`src/rtl/aes_round_pipe_pkg.sv`:
```
// Shared definitions for the AES round pipeline: FSM encoding, Rcon table,
// byte/word index helpers, legal-LANES check and GF(2^8) S-box arithmetic.
package aes_round_pipe_pkg;

    typedef enum logic [1:0] {IDLE, SBOX, KEY, HOLD} state_t;

    // Round constant for key expansion; rounds above 9 use 00.
    function automatic logic [7:0] rcon(input logic [3:0] r);
        case (r)
            4'd0:    return 8'h01;
            4'd1:    return 8'h02;
            4'd2:    return 8'h04;
            4'd3:    return 8'h08;
            4'd4:    return 8'h10;
            4'd5:    return 8'h20;
            4'd6:    return 8'h40;
            4'd7:    return 8'h80;
            4'd8:    return 8'h1b;
            4'd9:    return 8'h36;
            default: return 8'h00;
        endcase
    endfunction

    // Byte n of a 128-bit state lives at bits [8n+7:8n].
    function automatic logic [7:0] get_byte(input logic [127:0] v, input logic [3:0] n);
        return v[8*n +: 8];
    endfunction

    // Column c of a 128-bit state lives at bits [32c+31:32c].
    function automatic logic [31:0] get_col(input logic [127:0] v, input logic [1:0] c);
        return v[32*c +: 32];
    endfunction

    function automatic bit lanes_ok(input int lanes);
        return (lanes == 1) || (lanes == 2) || (lanes == 4);
    endfunction

    // Rotate a column left by r byte positions (byte k moves to byte k+r).
    function automatic logic [31:0] rotl_bytes(input logic [31:0] w, input logic [1:0] r);
        case (r)
            2'd0:    return w;
            2'd1:    return {w[23:0], w[31:24]};
            2'd2:    return {w[15:0], w[31:16]};
            default: return {w[7:0], w[31:8]};
        endcase
    endfunction

    function automatic logic [7:0] xtime(input logic [7:0] b);
        return {b[6:0], 1'b0} ^ (b[7] ? 8'h1b : 8'h00);
    endfunction

    function automatic logic [7:0] gf_mul(input logic [7:0] a, input logic [7:0] b);
        logic [7:0] p;
        logic [7:0] x;
        p = 8'h00;
        x = a;
        for (int i = 0; i < 8; i++) begin
            if (b[i]) p = p ^ x;
            x = xtime(x);
        end
        return p;
    endfunction

    // S-box: multiplicative inverse as b^254 (0 maps to 0), then the affine map.
    function automatic logic [7:0] sbox(input logic [7:0] b);
        logic [7:0] sq;
        logic [7:0] inv;
        sq  = b;
        inv = 8'h01;
        for (int i = 0; i < 7; i++) begin
            sq  = gf_mul(sq, sq);
            inv = gf_mul(inv, sq);
        end
        return inv ^ {inv[6:0], inv[7]} ^ {inv[5:0], inv[7:6]}
                   ^ {inv[4:0], inv[7:5]} ^ {inv[3:0], inv[7:4]} ^ 8'h63;
    endfunction

endpackage

```
`src/rtl/aes_lookup_lanes.sv`:
```
// LANES parallel T-box lookups: LANES 8-bit indices in, LANES T-words out.
module aes_lookup_lanes #(
    parameter int LANES = 1
) (
    input  logic [LANES*8-1:0]  idx,
    output logic [LANES*32-1:0] tword
);
    for (genvar l = 0; l < LANES; l++) begin : g_lane
        tbox0 u_tbox0 (
            .idx   (idx[8*l +: 8]),
            .tword (tword[32*l +: 32])
        );
    end
endmodule

```
`src/rtl/shiftrows.sv`:
```
// AES ShiftRows on a column-major state: row r is rotated left by r columns.
module shiftrows (
    input  logic [127:0] din,
    output logic [127:0] dout
);
    for (genvar c = 0; c < 4; c++) begin : g_col
        for (genvar r = 0; r < 4; r++) begin : g_row
            assign dout[8*(4*c + r) +: 8] = din[8*(4*((c + r) % 4) + r) +: 8];
        end
    end
endmodule

```
`src/rtl/tbox0.sv`:
```
// T-box 0: for S = sbox(idx) returns {3S, S, S, 2S}, i.e. the MixColumns
// contribution of a row-0 byte; the plain S-box value sits in bits [15:8].
module tbox0
    import aes_round_pipe_pkg::*;
(
    input  logic [7:0]  idx,
    output logic [31:0] tword
);
    logic [7:0] s;
    logic [7:0] s2;

    assign s     = sbox(idx);
    assign s2    = xtime(s);
    assign tword = {s2 ^ s, s, s, s2};
endmodule

```
`src/rtl/aes_round_pipe.sv`:
```
// One AES-128 encryption round per transaction with LANES lookups per cycle.
// Bytes of ShiftRows(state) are looked up in SBOX and folded column by column
// (T-box MixColumns, or plain S-box on the final round); KEY substitutes
// RotWord(w3) and expands the key; the result is held in HOLD until taken.
module aes_round_pipe
    import aes_round_pipe_pkg::*;
#(
    parameter int LANES       = 1,
    parameter int FINAL_ROUND = 9
) (
    input  logic         clock,
    input  logic         reset,
    input  logic         in_valid,
    output logic         in_ready,
    input  logic [127:0] i_text,
    input  logic [127:0] key,
    input  logic [3:0]   round,
    output logic         out_valid,
    input  logic         out_ready,
    output logic [127:0] o_text,
    output logic [127:0] Rkey,
    output logic         busy
);
    if (!lanes_ok(LANES)) begin : g_lanes_check
        $error("aes_round_pipe: LANES must be 1, 2 or 4");
    end

    localparam int SBOX_CYC   = 16 / LANES;
    localparam int KEY_CYC    = 4 / LANES;
    localparam int LANE_SHIFT = $clog2(LANES);

    state_t              state;
    logic [3:0]          cnt;
    logic [127:0]        text_q;
    logic [127:0]        key_q;
    logic [3:0]          round_q;
    logic [127:0]        mix_q;
    logic [31:0]         acc_q;
    logic [31:0]         sub_q;

    logic [127:0]        sr_text;
    logic [3:0]          base;
    logic                is_final;
    logic                accept;
    logic [LANES*8-1:0]  lut_idx;
    logic [LANES*32-1:0] lut_word;
    logic [31:0]         acc_next;
    logic [31:0]         sub_next;
    logic [127:0]        exp_key;

    assign base     = cnt << LANE_SHIFT;
    assign is_final = (round_q == 4'(FINAL_ROUND));
    assign accept   = (state == IDLE) && in_ready && in_valid;

    shiftrows u_shiftrows (
        .din  (text_q),
        .dout (sr_text)
    );

    aes_lookup_lanes #(.LANES(LANES)) u_lanes (
        .idx   (lut_idx),
        .tword (lut_word)
    );

    // Pick this cycle's lookup bytes: ShiftRows(state) in SBOX, RotWord(w3) in KEY.
    always_comb begin
        // NOTE: every always_comb output gets a full default first so no latch is inferred.
        lut_idx = '0;
        for (int l = 0; l < LANES; l++) begin
            if (state == KEY)
                lut_idx[8*l +: 8] = get_byte(key_q, {2'b11, 2'(base[1:0] + 2'(l) + 2'd1)});
            else
                lut_idx[8*l +: 8] = get_byte(sr_text, base + 4'(l));
        end
    end

    // Fold lookups into the column accumulator and SubWord, then expand the key.
    always_comb begin
        logic [1:0] row;
        logic [7:0] s;
        row      = '0;
        s        = '0;
        acc_next = (base[1:0] == 2'd0) ? '0 : acc_q;
        sub_next = sub_q;
        for (int l = 0; l < LANES; l++) begin
            row = base[1:0] + 2'(l);
            s   = lut_word[32*l + 8 +: 8];
            if (is_final)
                acc_next[8*row +: 8] = s;
            else
                acc_next = acc_next ^ rotl_bytes(lut_word[32*l +: 32], row);
            sub_next[8*row +: 8] = s;
        end
        exp_key        = '0;
        exp_key[31:0]  = get_col(key_q, 2'd0) ^ sub_next ^ {24'h0, rcon(round_q)};
        for (int i = 1; i < 4; i++)
            exp_key[32*i +: 32] = get_col(key_q, 2'(i)) ^ exp_key[32*(i-1) +: 32];
    end

    // Capture the request and store partial column and SubWord results.
    always_ff @(posedge clock) begin
        // NOTE: datapath registers carry no reset; each is loaded before it is read.
        if (accept) begin
            text_q  <= i_text;
            key_q   <= key;
            round_q <= round;
        end
        if (state == SBOX) begin
            acc_q <= acc_next;
            if ((base[1:0] + 2'(LANES - 1)) == 2'd3)
                mix_q[32*base[3:2] +: 32] <= acc_next;
        end
        if (state == KEY)
            sub_q <= sub_next;
    end

    // Control FSM with registered handshake outputs and results.
    always_ff @(posedge clock) begin
        // NOTE: non-blocking assignments so every register sees pre-edge values.
        if (reset) begin
            state     <= IDLE;
            cnt       <= '0;
            in_ready  <= 1'b0;
            out_valid <= 1'b0;
            o_text    <= '0;
            Rkey      <= '0;
            busy      <= 1'b0;
        end else begin
            case (state)
                IDLE: begin
                    if (accept) begin
                        state    <= SBOX;
                        cnt      <= '0;
                        in_ready <= 1'b0;
                        busy     <= 1'b1;
                    end else begin
                        in_ready <= 1'b1;
                    end
                end
                SBOX: begin
                    if (cnt == 4'(SBOX_CYC - 1)) begin
                        state <= KEY;
                        cnt   <= '0;
                    end else begin
                        cnt <= cnt + 4'd1;
                    end
                end
                KEY: begin
                    if (cnt == 4'(KEY_CYC - 1)) begin
                        state     <= HOLD;
                        cnt       <= '0;
                        o_text    <= mix_q ^ exp_key;
                        Rkey      <= exp_key;
                        out_valid <= 1'b1;
                    end else begin
                        cnt <= cnt + 4'd1;
                    end
                end
                HOLD: begin
                    if (out_ready) begin
                        state     <= IDLE;
                        out_valid <= 1'b0;
                        in_ready  <= 1'b1;
                        busy      <= 1'b0;
                    end
                end
                default: state <= IDLE;
            endcase
        end
    end

endmodule

```
`config.mk`:
```
export PLATFORM = sky130hd
export DESIGN_NAME = aes_round_pipe
export DESIGN_NICKNAME = d
export VERILOG_FILES = /design/src/rtl/aes_round_pipe_pkg.sv /design/src/rtl/aes_lookup_lanes.sv /design/src/rtl/shiftrows.sv /design/src/rtl/tbox0.sv /design/src/rtl/aes_round_pipe.sv
export SDC_FILE = /design/constraint.sdc
export NUM_CORES = 2
export LEC_CHECK = 0
export BUFFER_PORTS_ARGS = -buffer_cell sky130_fd_sc_hd__buf_2
export CAP_MARGIN = 20
export CORE_AREA = 4 4 422 258
export CTS_BUF_LIST = sky130_fd_sc_hd__clkbuf_4 sky130_fd_sc_hd__clkbuf_8 sky130_fd_sc_hd__clkbuf_16
export CTS_CLUSTER_SIZE = 40
export DETAILED_ROUTE_END_ITERATION = 10
export DIE_AREA = 0 0 426 262
export MAX_ROUTING_LAYER = met4
export SETUP_SLACK_MARGIN = 0.2
export SLEW_MARGIN = 40
export SYNTH_ARGS = -nofsm -noshare
export SYNTH_HDL_FRONTEND = slang
export SYNTH_SLANG_ARGS = --single-unit
```
`constraint.sdc`:
```
create_clock -name clock -period 33.8 [get_ports clock]
set_input_delay 10.14 -clock clock [delete_from_list [all_inputs] [get_ports clock]]
set_output_delay 10.14 -clock clock [all_outputs]
set_load 0.1 [all_outputs]
```
==> flow_summary_export.csv <==
group,metric,value,unit
floorplan,core,105000,µm²
synthesis,syn_nets,5117,
detailed_routing,vias,37700,
clock_tree,ctsResizeCount,0,
final_layout,layout.nets,5517,
worst_hold_path,hold_path_class,"reg -> reg",
sta,setup_viol_count_final,0,
placed_design,dp_cells,6563,
clock_tree,htreeDepth,3,
global_route,grt_first_pass_wirelength,225000,µm
setup_path,cp_top_family,"XOR/XNOR gates",
clock_tree,cts_buffer_depth,3,
placed_design,io_buffers,522,
sta,worst_pin_slew,0.885,ns
final_layout,finalNonFillerCells,6704,
sta,drv_slew,0,
setup_path,worstSetupEndpointType,"flip-flop",
setup_path,cp_num_buf_inv,8,
detailed_routing,drtIter0Drc,4217,
setup_path,startpoint_type,"flip-flop",
final_layout,mostFrequentLayoutCell,"nand2_1",
placed_design,dp.final_hpwl,112000,µm
placed_design,routabilityCongestion,0.948,
clock_tree,cts-hold-fix-buffers,0,
synthesis,syn_area,46900,µm²
synthesis,synth_edf_count,452,
final_layout,fillers,9635,
sta,period_needed,21.73,ns
floorplan,dieArea,112000,µm²
setup_path,cp_data_arrival_time,22.10,ns
global_route,antenna_found_initial,14,
floorplan,die_w,426,µm
floorplan,die_h,262,µm
sta,hold_viol_final,0,
sta,setup_ws,12.07,ns
setup_path,critPathMaxStageDelay,0.67,ns
floorplan,placementRows,92,
detailed_routing,dr.pass1.iters,9,
clock_tree,clkTransAtPathRegs,0.06,ns
synthesis,synth_flop_cell,"edfxtp_1",
final_layout,layout_common_cells,"nand2_1, nor2_1, xnor2_1",
global_route,grt_start_max_net_pins,123,
detailed_routing,wl_per_cell,22.8,µm
clock_tree,cts_sinks,725,
clock_tree,numCtsBuffers,72,
synthesis,synthTopCellsByArea,"edfxtp_1, dfxtp_1, xnor2_1",
final_layout,final_layout_size_suffix_gt1_share,19.1,%
sta,fin_crit_sh,64.3,%
sta,fmax,46.0,MHz
sta,rsz0062_at_grt,"no",
sta,relSlewSlack,40.2,%
sta,finClkSkew,0.0327,ns
synthesis,synth_top_area_cell,"edfxtp_1",
synthesis,synth_area_per_cell,9.72,µm²
synthesis,yosys_warnings,0,
clock_tree,clkLatencyLatePin,0.65,ns
synthesis,synth.yosys.seq_area_share,40.6,%
setup_path,cp.required,34.17,ns
detailed_routing,drc_errors,0,
synthesis,ys_types,124,
global_route,grt_pass1_vias,34300,
detailed_routing,wirelength,153000,µm
job,cap_violations,0,
synthesis,synth_top_area_share,28.9,%
detailed_routing,vias_per_cell,5.62,
detailed_routing,final_antenna_net_count,0,
final_layout,area_delta_synth_final,14.1,%
run_status,status,"finished clean",
floorplan,io_pins,523,
global_route,grt_overflow,0,
clock_tree,cts_root_buffer,"clkbuf_16",
synthesis,synthArstFlopShare,0,%
floorplan,start_util,44.9,%
setup_path,cp_max_fo,29,
clock_tree,postCtsSetupBuffers,0,
sta,finalSetupTns,0,ns
setup_path,critical_path.slowest_cell,"xnor3_1",
placed_design,post-place-ws,12.12,ns
global_route,track_usage,27.2,%
setup_path,crit_type,"reg -> reg",
synthesis,ys_ff_latch,725,
synthesis,synth_cells,4829,
clock_tree,cts_tree,"done",
## worst min-delay path: stages, from the launching register on
cell,delay [ns]
dfxtp_1,0.31
nand2_1,0.05
a21oi_1,0.05
## synthesized netlist by cell type, types with 17 or more instances
cell type	n
nand2_1	667
mux4_2	21
xnor2_2	43
xor2_1	212
dfxtp_1	273
edfxtp_1	452
inv_1	107
ha_1	24
o21ai_0	102
clkbuf_1	192
and3_1	28
nor2_1	596
a221oi_1	20
a21oi_1	378
xor2_2	24
a31oi_1	18
nor3_1	70
o21a_1	17
a22oi_1	30
o211ai_1	29
xnor2_1	573
a211oi_1	51
nor2b_1	36
buf_2	48
mux2i_1	98
xnor3_1	76
and2_1	26
o21ai_1	43
o22ai_1	29
nand3_1	73
buf_1	29
## routing by layer
layer	part of all wire [%]	up-vias	global-route usage, %
li1	-	17600	-
met1	46	18200	40.2
met2	43	1681	39.3
met3	8.4	187	3.92
met4	2.3	0	6.48
met5	0	-	-
## registers in the layout, indices dropped and copies added, names as in the netlist, named ones only
signal / count
text_q: 128
o_text: 128
busy: 1
Rkey: 128
out_valid: 1
state: 2
base: 4
round_q: 4
in_ready: 1
key_q: 128
acc_q: 32
mix_q: 128
sub_q: 32
## stage by stage
step                cell area, µm²  hold WS [ns]  utilization [%]
floorplan                    46900         0.469                -
global placement             50900         0.436             48.7
detailed placement           51100         0.440             48.9
CTS                          53400         0.449             51.1
global route                 53500         0.463             51.2
finish                       53500         0.447             51.2
## cells by family after synthesis
group / synth area share, %
flip-flops: 40.6
multiplexers: 3.69
AND/OR/NAND/NOR: 14.4
adder cells (fa/ha/maj): 0.640
XOR/XNOR: 23.7
buffers and inverters: 3.72
AO/OA/AOI/OAI: 13.3
## cell type report
type / instances / area [µm²] / share of cell area [%]
clock buffers: 95 / 2050 / 3.82
multi-input cells: 3693 / 26500 / 49.5
inverters: 118 / 455 / 0.851
well taps: 1410 / 1760 / 3.29
diodes: 9 / 22.5 / 0.0421
repair buffers: 619 / 3390 / 6.34
flip-flops and latches: 725 / 19000 / 35.6
clock inverters: 35 / 325 / 0.608
## path summary, 6_finish.rpt
path / start / to / slack, ns / cells after the start
max: base[0] / mix_q[100] / 12.07 / 68
max reg2reg: base[0] / mix_q[100] / 12.07 / 68
min: o_text[120] / o_text[120] / 0.45 / 2
min reg2reg: o_text[120] / o_text[120] / 0.45 / 2
Power is not shown: default switching activity piles up to over one toggle a cycle in this logic, so the estimate is an artifact.
